### config.mk
export PLATFORM = sky130hd
export DESIGN_NAME = pipe_reg_elastic
export DESIGN_NICKNAME = d
export VERILOG_FILES = /design/src/rtl/pipe_reg_elastic.sv
export SDC_FILE = /design/constraint.sdc
export NUM_CORES = 1
export LEC_CHECK = 0
export ABC_AREA = 1
export CAP_MARGIN = 40
export CORE_MARGIN = 1.5
export CORE_UTILIZATION = 35
export CTS_CLUSTER_SIZE = 14
export DETAILED_ROUTE_END_ITERATION = 8
export PLACE_DENSITY = 0.6
export SLEW_MARGIN = 0
export SYNTH_ARGS = -nofsm -noshare
export SYNTH_HDL_FRONTEND = slang
export SYNTH_SLANG_ARGS = --single-unit
### constraint.sdc
create_clock -name clk -period 3.48 [get_ports clk]
set_input_delay 0.696 -clock clk [delete_from_list [all_inputs] [get_ports clk]]
set_output_delay 0.696 -clock clk [all_outputs]
set_load 0.02 [all_outputs]
### src/rtl/pipe_reg_elastic.sv
// Elastic valid/ready pipeline register for inter-stage boundaries of the core.
// Optional skid entry gives a registered in_ready; stall_cnt counts back-pressured cycles.
module pipe_reg_elastic #(
   parameter int WIDTH    = 32,
   parameter int SKID     = 1,
   parameter int CLR_DATA = 1,
   parameter int CNT_W    = 16
) (
   input  logic             clk,
   input  logic             reset,
   input  logic             flush,
   input  logic             in_valid,
   output logic             in_ready,
   input  logic [WIDTH-1:0] in_data,
   output logic             out_valid,
   input  logic             out_ready,
   output logic [WIDTH-1:0] out_data,
   output logic [1:0]       occupancy,
   output logic [CNT_W-1:0] stall_cnt
);

   typedef enum logic [1:0] {
      ST_EMPTY = 2'd0,
      ST_ONE   = 2'd1,
      ST_FULL  = 2'd2
   } state_t;

   localparam logic [CNT_W-1:0] CNT_MAX = '1;

   logic [CNT_W-1:0] stall_q;

   generate
      if (SKID != 0) begin : g_skid
         state_t           state_q, state_d;
         logic [WIDTH-1:0] main_q, skid_q;
         logic             in_ready_q;
         logic             load_main_in, load_main_skid, load_skid;

         // State encoding doubles as the occupancy count.
         always_comb begin
            state_d        = state_q;
            load_main_in   = 1'b0;
            load_main_skid = 1'b0;
            load_skid      = 1'b0;
            case (state_q)
               ST_EMPTY: begin
                  if (in_valid) begin
                     load_main_in = 1'b1;
                     state_d      = ST_ONE;
                  end
               end
               ST_ONE: begin
                  if (in_valid && out_ready) begin
                     load_main_in = 1'b1;
                  end else if (in_valid) begin
                     load_skid = 1'b1;
                     state_d   = ST_FULL;
                  end else if (out_ready) begin
                     state_d = ST_EMPTY;
                  end
               end
               ST_FULL: begin
                  if (out_ready) begin
                     load_main_skid = 1'b1;
                     state_d        = ST_ONE;
                  end
               end
               default: state_d = ST_EMPTY;
            endcase
         end

         // in_ready is precomputed from the next state so it never sees out_ready combinationally.
         always_ff @(posedge clk) begin
            if (reset || flush) begin
               state_q    <= ST_EMPTY;
               in_ready_q <= 1'b1;
            end else begin
               state_q    <= state_d;
               in_ready_q <= (state_d != ST_FULL);
            end
         end

         always_ff @(posedge clk) begin
            if (reset || flush) begin
               if (CLR_DATA != 0) begin
                  main_q <= '0;
                  skid_q <= '0;
               end
            end else begin
               if (load_main_in) begin
                  main_q <= in_data;
               end else if (load_main_skid) begin
                  main_q <= skid_q;
               end
               if (load_skid) begin
                  skid_q <= in_data;
               end
            end
         end

         assign in_ready  = in_ready_q;
         assign out_valid = (state_q != ST_EMPTY);
         assign occupancy = state_q;
         assign out_data  = main_q;
      end else begin : g_noskid
         logic             valid_q;
         logic [WIDTH-1:0] main_q;
         logic             in_xfer;

         assign in_ready = !valid_q || out_ready;
         assign in_xfer  = in_valid && in_ready;

         always_ff @(posedge clk) begin
            if (reset || flush) begin
               valid_q <= 1'b0;
            end else begin
               valid_q <= in_xfer || (valid_q && !out_ready);
            end
         end

         always_ff @(posedge clk) begin
            if (reset || flush) begin
               if (CLR_DATA != 0) begin
                  main_q <= '0;
               end
            end else if (in_xfer) begin
               main_q <= in_data;
            end
         end

         assign out_valid = valid_q;
         assign occupancy = {1'b0, valid_q};
         assign out_data  = main_q;
      end
   endgenerate

   // Saturating back-pressure counter; flush deliberately leaves it alone.
   always_ff @(posedge clk) begin
      if (reset) begin
         stall_q <= '0;
      end else if (out_valid && !out_ready && (stall_q != CNT_MAX)) begin
         stall_q <= stall_q + CNT_W'(1);
      end
   end

   assign stall_cnt = stall_q;

endmodule
# After elaboration in Yosys (flattened, before gate mapping)
# Cells that the tools add are included.
# Widths: inputs -> output; s select.
# totals
regBits	83
word_cells	33
ram_bits	0
memories	0
latch_bits	0
romBits	0
out_inout_bits	52
# classes
multipliers	0
muxes	15
n_bitwise	0
shifts	0
addsub	1
order_cmp	0
reduce_logical	8
div_mod_pow	0
eq_ne	4
# ops
cell	count
$mux 32	2
$add 16x1->16 const B	1
$ne 16x16->1 const B	1
$mux 2	5
$mux 1	6
$pmux 2 s3	1
$reduce_bool 2->1	2
$logic_and 1x1->1	3
$eq 2x1->1 const B	1
$eq 2x2->1 const B	1
$logic_not 2->1	1
$ne 2x2->1 const B	1
$pmux 1 s2	1
$logic_not 1->1	1
$logic_or 1x1->1	1

# Depth between registers and ports, before layout
# depth
depth_word	5
ltp_mapped	9
ltp_nobuf	9

# Least setup slack after synthesis
# OpenSTA, ideal clock, no wires.
# synth_path
path_kind	register -> register
startpoint	register stall_q[0] (netlist: stall_cnt[0])
endpoint	register stall_q[11] (netlist: stall_cnt[11])
synth_period_minus_slack_ns	1.742
path_buffers	1
arrival_ns	1.601
setup_ns	0.142
path_stages_with_launch	10
required_time_ns	3.338
path_slack_ns	1.738
path_cell_list	dfxtp_1 -> ha_1 -> nand2_1 -> nor2_1 -> nand2_2 -> nor2_2 -> nor2_8 -> buf_8 -> nand2_2 -> a21oi_2
# synth_via
elab_chain_cells	2
elab_cells_between_ends	3
cone_classes	1 x add/sub; 1 x eq/ne; 1 x reduce/logical
# synth_lines
item	line	text
from (decl)	30	logic [CNT_W-1:0] stall_q;
from (signal assigned)	142	stall_q <= stall_q + CNT_W'(1);
parallel branches: the longest is 2 deep, another holds $add 16x1->16	--	
# Parallel ways; which one is timed is not known.
# A chain may end at the register's enable or synchronous reset.

# Final worst setup path
# layout_path
startpoint	input out_ready
endpoint	register g_skid.main_q[22] (netlist: out_data[22])
# layout_via
elab_chain_cells	4
elab_cells_between_ends	7
cone_classes	5 x mux; 2 x reduce/logical
# layout_lines
item	line	text
from (decl)	16	input logic out_ready,
$logic_and 1x1->1	53	if (in_valid && out_ready) begin
$mux 1	53	
$pmux 1 s2	45	case (state_q)
$mux 32 or $reduce_bool 2->1 (tied branches)	--	
to (signal assigned)	91	main_q <= in_data;
to (signal assigned)	93	main_q <= skid_q;
to (decl)	35	logic [WIDTH-1:0] main_q, skid_q;
# Several ways; a longest one is shown, not always the timed one.

==> flow_summary.json <==
{
  "antenna_cells": 0,
  "drtIter0Drc": 128,
  "clkSinkCount": 83,
  "period_needed_ps": 2410,
  "wl_per_cell_um": 13.0,
  "nFillCells": 975,
  "die_area_um2": 10900,
  "fin_nets": 594,
  "p_int_mw": 1.51,
  "antenna_found_initial": 0,
  "fp.dieH_um": 104,
  "p_sw_share_pct": 24.4,
  "min_period_over_period_pct": 69.1,
  "seq_power_share_pct": 49.3,
  "max_stage_delay_ps": 740,
  "leakagePower_nw": 1.69,
  "postCtsHoldBufs": 0,
  "rsz0062_at_grt": "false",
  "setup_tns_ps": 0,
  "synthCells": 480,
  "hp-class": "register to register",
  "post_cts_buffers": 0,
  "crit_required_ps": 3760,
  "syn_area_per_cell_um2": 7.49,
  "grt_max_degree": 66,
  "netSwitchingPower_mw": 0.485,
  "cts-buffers-inserted": 9,
  "p_clk_share_pct": 39.9,
  "layout_commonest_cell": "nor2_1",
  "cp_data_arrival_time_ps": 2690,
  "core_um2": 9860,
  "grt_overflow": 0,
  "port_buffers": 88,
  "worst_pin_slew_ps": 604,
  "grt_use_total_pct": 16.8,
  "vias": 3361,
  "path_class": "input pin to register",
  "critPathSlowestCell": "clkdlybuf4s50_1",
  "mostFrequentLayoutCells": "nor2_1, clkdlybuf4s50_1, dfxtp_1, o21ai_0, nand2_1",
  "clock_latency_ps": 350,
  "crit_fanout": 33,
  "vdd_drop_max_mv": 0.162,
  "cts_buffer_depth": 2,
  "ant_nets": 0,
  "initial_core_util_pct": 36.5,
  "clk_pin_slew_ps": 80,
  "clock-root-buffer": "clkbuf_8",
  "rows": 36,
  "syn2layout_area_growth_pct": 32.6,
  "yosys_warnings": 0,
  "crit_path_start_kind": "input pin",
  "synth_seq_cells": 83,
  "syn_area_um2": 3600,
  "first_pass_iters": 4,
  "cts_tree": "done",
  "final_layout_size_suffix_gt1_share_pct": 10.2,
  "slew_violations": 0,
  "remaining_drc_errors": 0,
  "dp_hpwl_um": 5890,
  "crit_path_end_kind": "register",
  "cts_resized": 0,
  "synth_fp_nets": 518,
  "comb_power_share_pct": 10.9,
  "synth_area_leaders": "dfxtp_1, o21ai_0, nor2_1",
  "setup_viol": 0,
  "yosysTopAreaCellShare_pct": 46.2,
  "finalHoldViolations": 0,
  "path_cells": "clkdlybuf4s50_1, nand3_4, nand2_2, o21ai_0, a21oi_1",
  "yosysTopAreaCell": "dfxtp_1",
  "pwr_density_cell_nw_per_um2": 417,
  "skew_ps": 6.06,
  "status": "finished, final reports clean",
  "drt-total-wl_um": 9010,
  "die_w_um": 104,
  "seq_area_frac_synth_pct": 46.2,
  "cts_max_level": 3,
  "viasPerCell": 4.84,
  "gp_congestion": 0.755,
  "grt_pass1_vias": 3124,
  "ios": 89,
  "synth_cell_types": 27,
  "max_slew_margin_pct": 59.7,
  "drv_cap": 0,
  "utilization_pct": 48.3,
  "max_freq_mhz": 416,
  "grt_pass1_wl_um": 15000
}
[worst max-delay path, delay by kind of cell]
| kind | cells | cell delay (ps) |
|---|---|---|
| AO/OA/AOI/OAI | 2 | 310 |
| AND/OR/NAND/NOR | 2 | 920 |
| buffers and inverters | 1 | 740 |
[layout make-up]
class	instances	area, µm²	area share (%)
Clock buffer	11	151	3.18
Timing Repair Buffer	92	911	19.1
Inverter	20	77.6	1.63
Sequential cell	83	1660	34.8
Clock inverter	5	75.1	1.57
Tap cell	133	166	3.49
Multi-Input combinational cell	350	1730	36.2
[power groups by stage]
stage / Clock, mW / Combinational (mW) / Sequential, mW
3_3_place_gp: 0 / 0.216 / 1.00
4_1_cts: 0.806 / 0.219 / 0.981
2_1_floorplan: 0 / 0.0939 / 1.02
3_5_place_dp: 0 / 0.218 / 1.00
6_report: 0.793 / 0.216 / 0.981
5_1_grt: 0.851 / 0.238 / 0.984
[cells by family after synthesis]
family,share of synthesized area (%)
fa+ha+maj,0.348
compound gates,21.6
xor+xnor,1.46
simple gates,24.3
flops,46.2
buf+inv,6.02
[layer usage]
layer	vias to the layer above	share of wire (%)	track usage [%]	wire length, µm
met1	1542	47	22.3	4210
met2	84	46	26.8	4140
li1	1724	-	-	-
met5	-	0	0	0
met3	11	5.9	3.38	534
met4	0	1.4	6.75	129
[flip-flops by register name (all words and copies together) (netlist names)]
name and cells:
g_skid.skid_q 32, in_ready 1, occupancy 2, out_data 32, stall_cnt 16
[metrics by stage]
stage | setup WS [ps] | total power [mW] | hold slack (ps) | instance area [µm²] | std cells
finish | 1070 | 1.99 | 481 | 4770 | 694
global route | 828 | 2.07 | 508 | 4770 | 694
CTS | 1040 | 2.01 | 486 | 4770 | 694
detailed placement | 669 | 1.22 | 467 | 4540 | 678
global placement | 726 | 1.22 | 456 | 4540 | 678
floorplan | 1740 | 1.12 | 449 | 3600 | 480
[final timing paths]
path / start / end / slack, ps / depth (start not counted)
worst min-delay path: g_skid.skid_q[27] / g_skid.skid_q[27] / 480 / 2
worst min register to register: g_skid.skid_q[27] / g_skid.skid_q[27] / 480 / 2
worst max-delay path: out_ready / out_data[22] / 1070 / 5
worst max register to register: occupancy[0] / out_data[22] / 1670 / 5
[Yosys cell counts, drive strengths merged]
cell,n
nand2,85
a31oi,1
xor2,4
nand4,5
nor2,97
a21oi,45
xnor2,2
dfxtp,83
buf,14
clkbuf,13
o21ai,98
nand3,11
inv,20
ha,1
nand3b,1
Note: power is estimated with default switching activity, not from simulation.
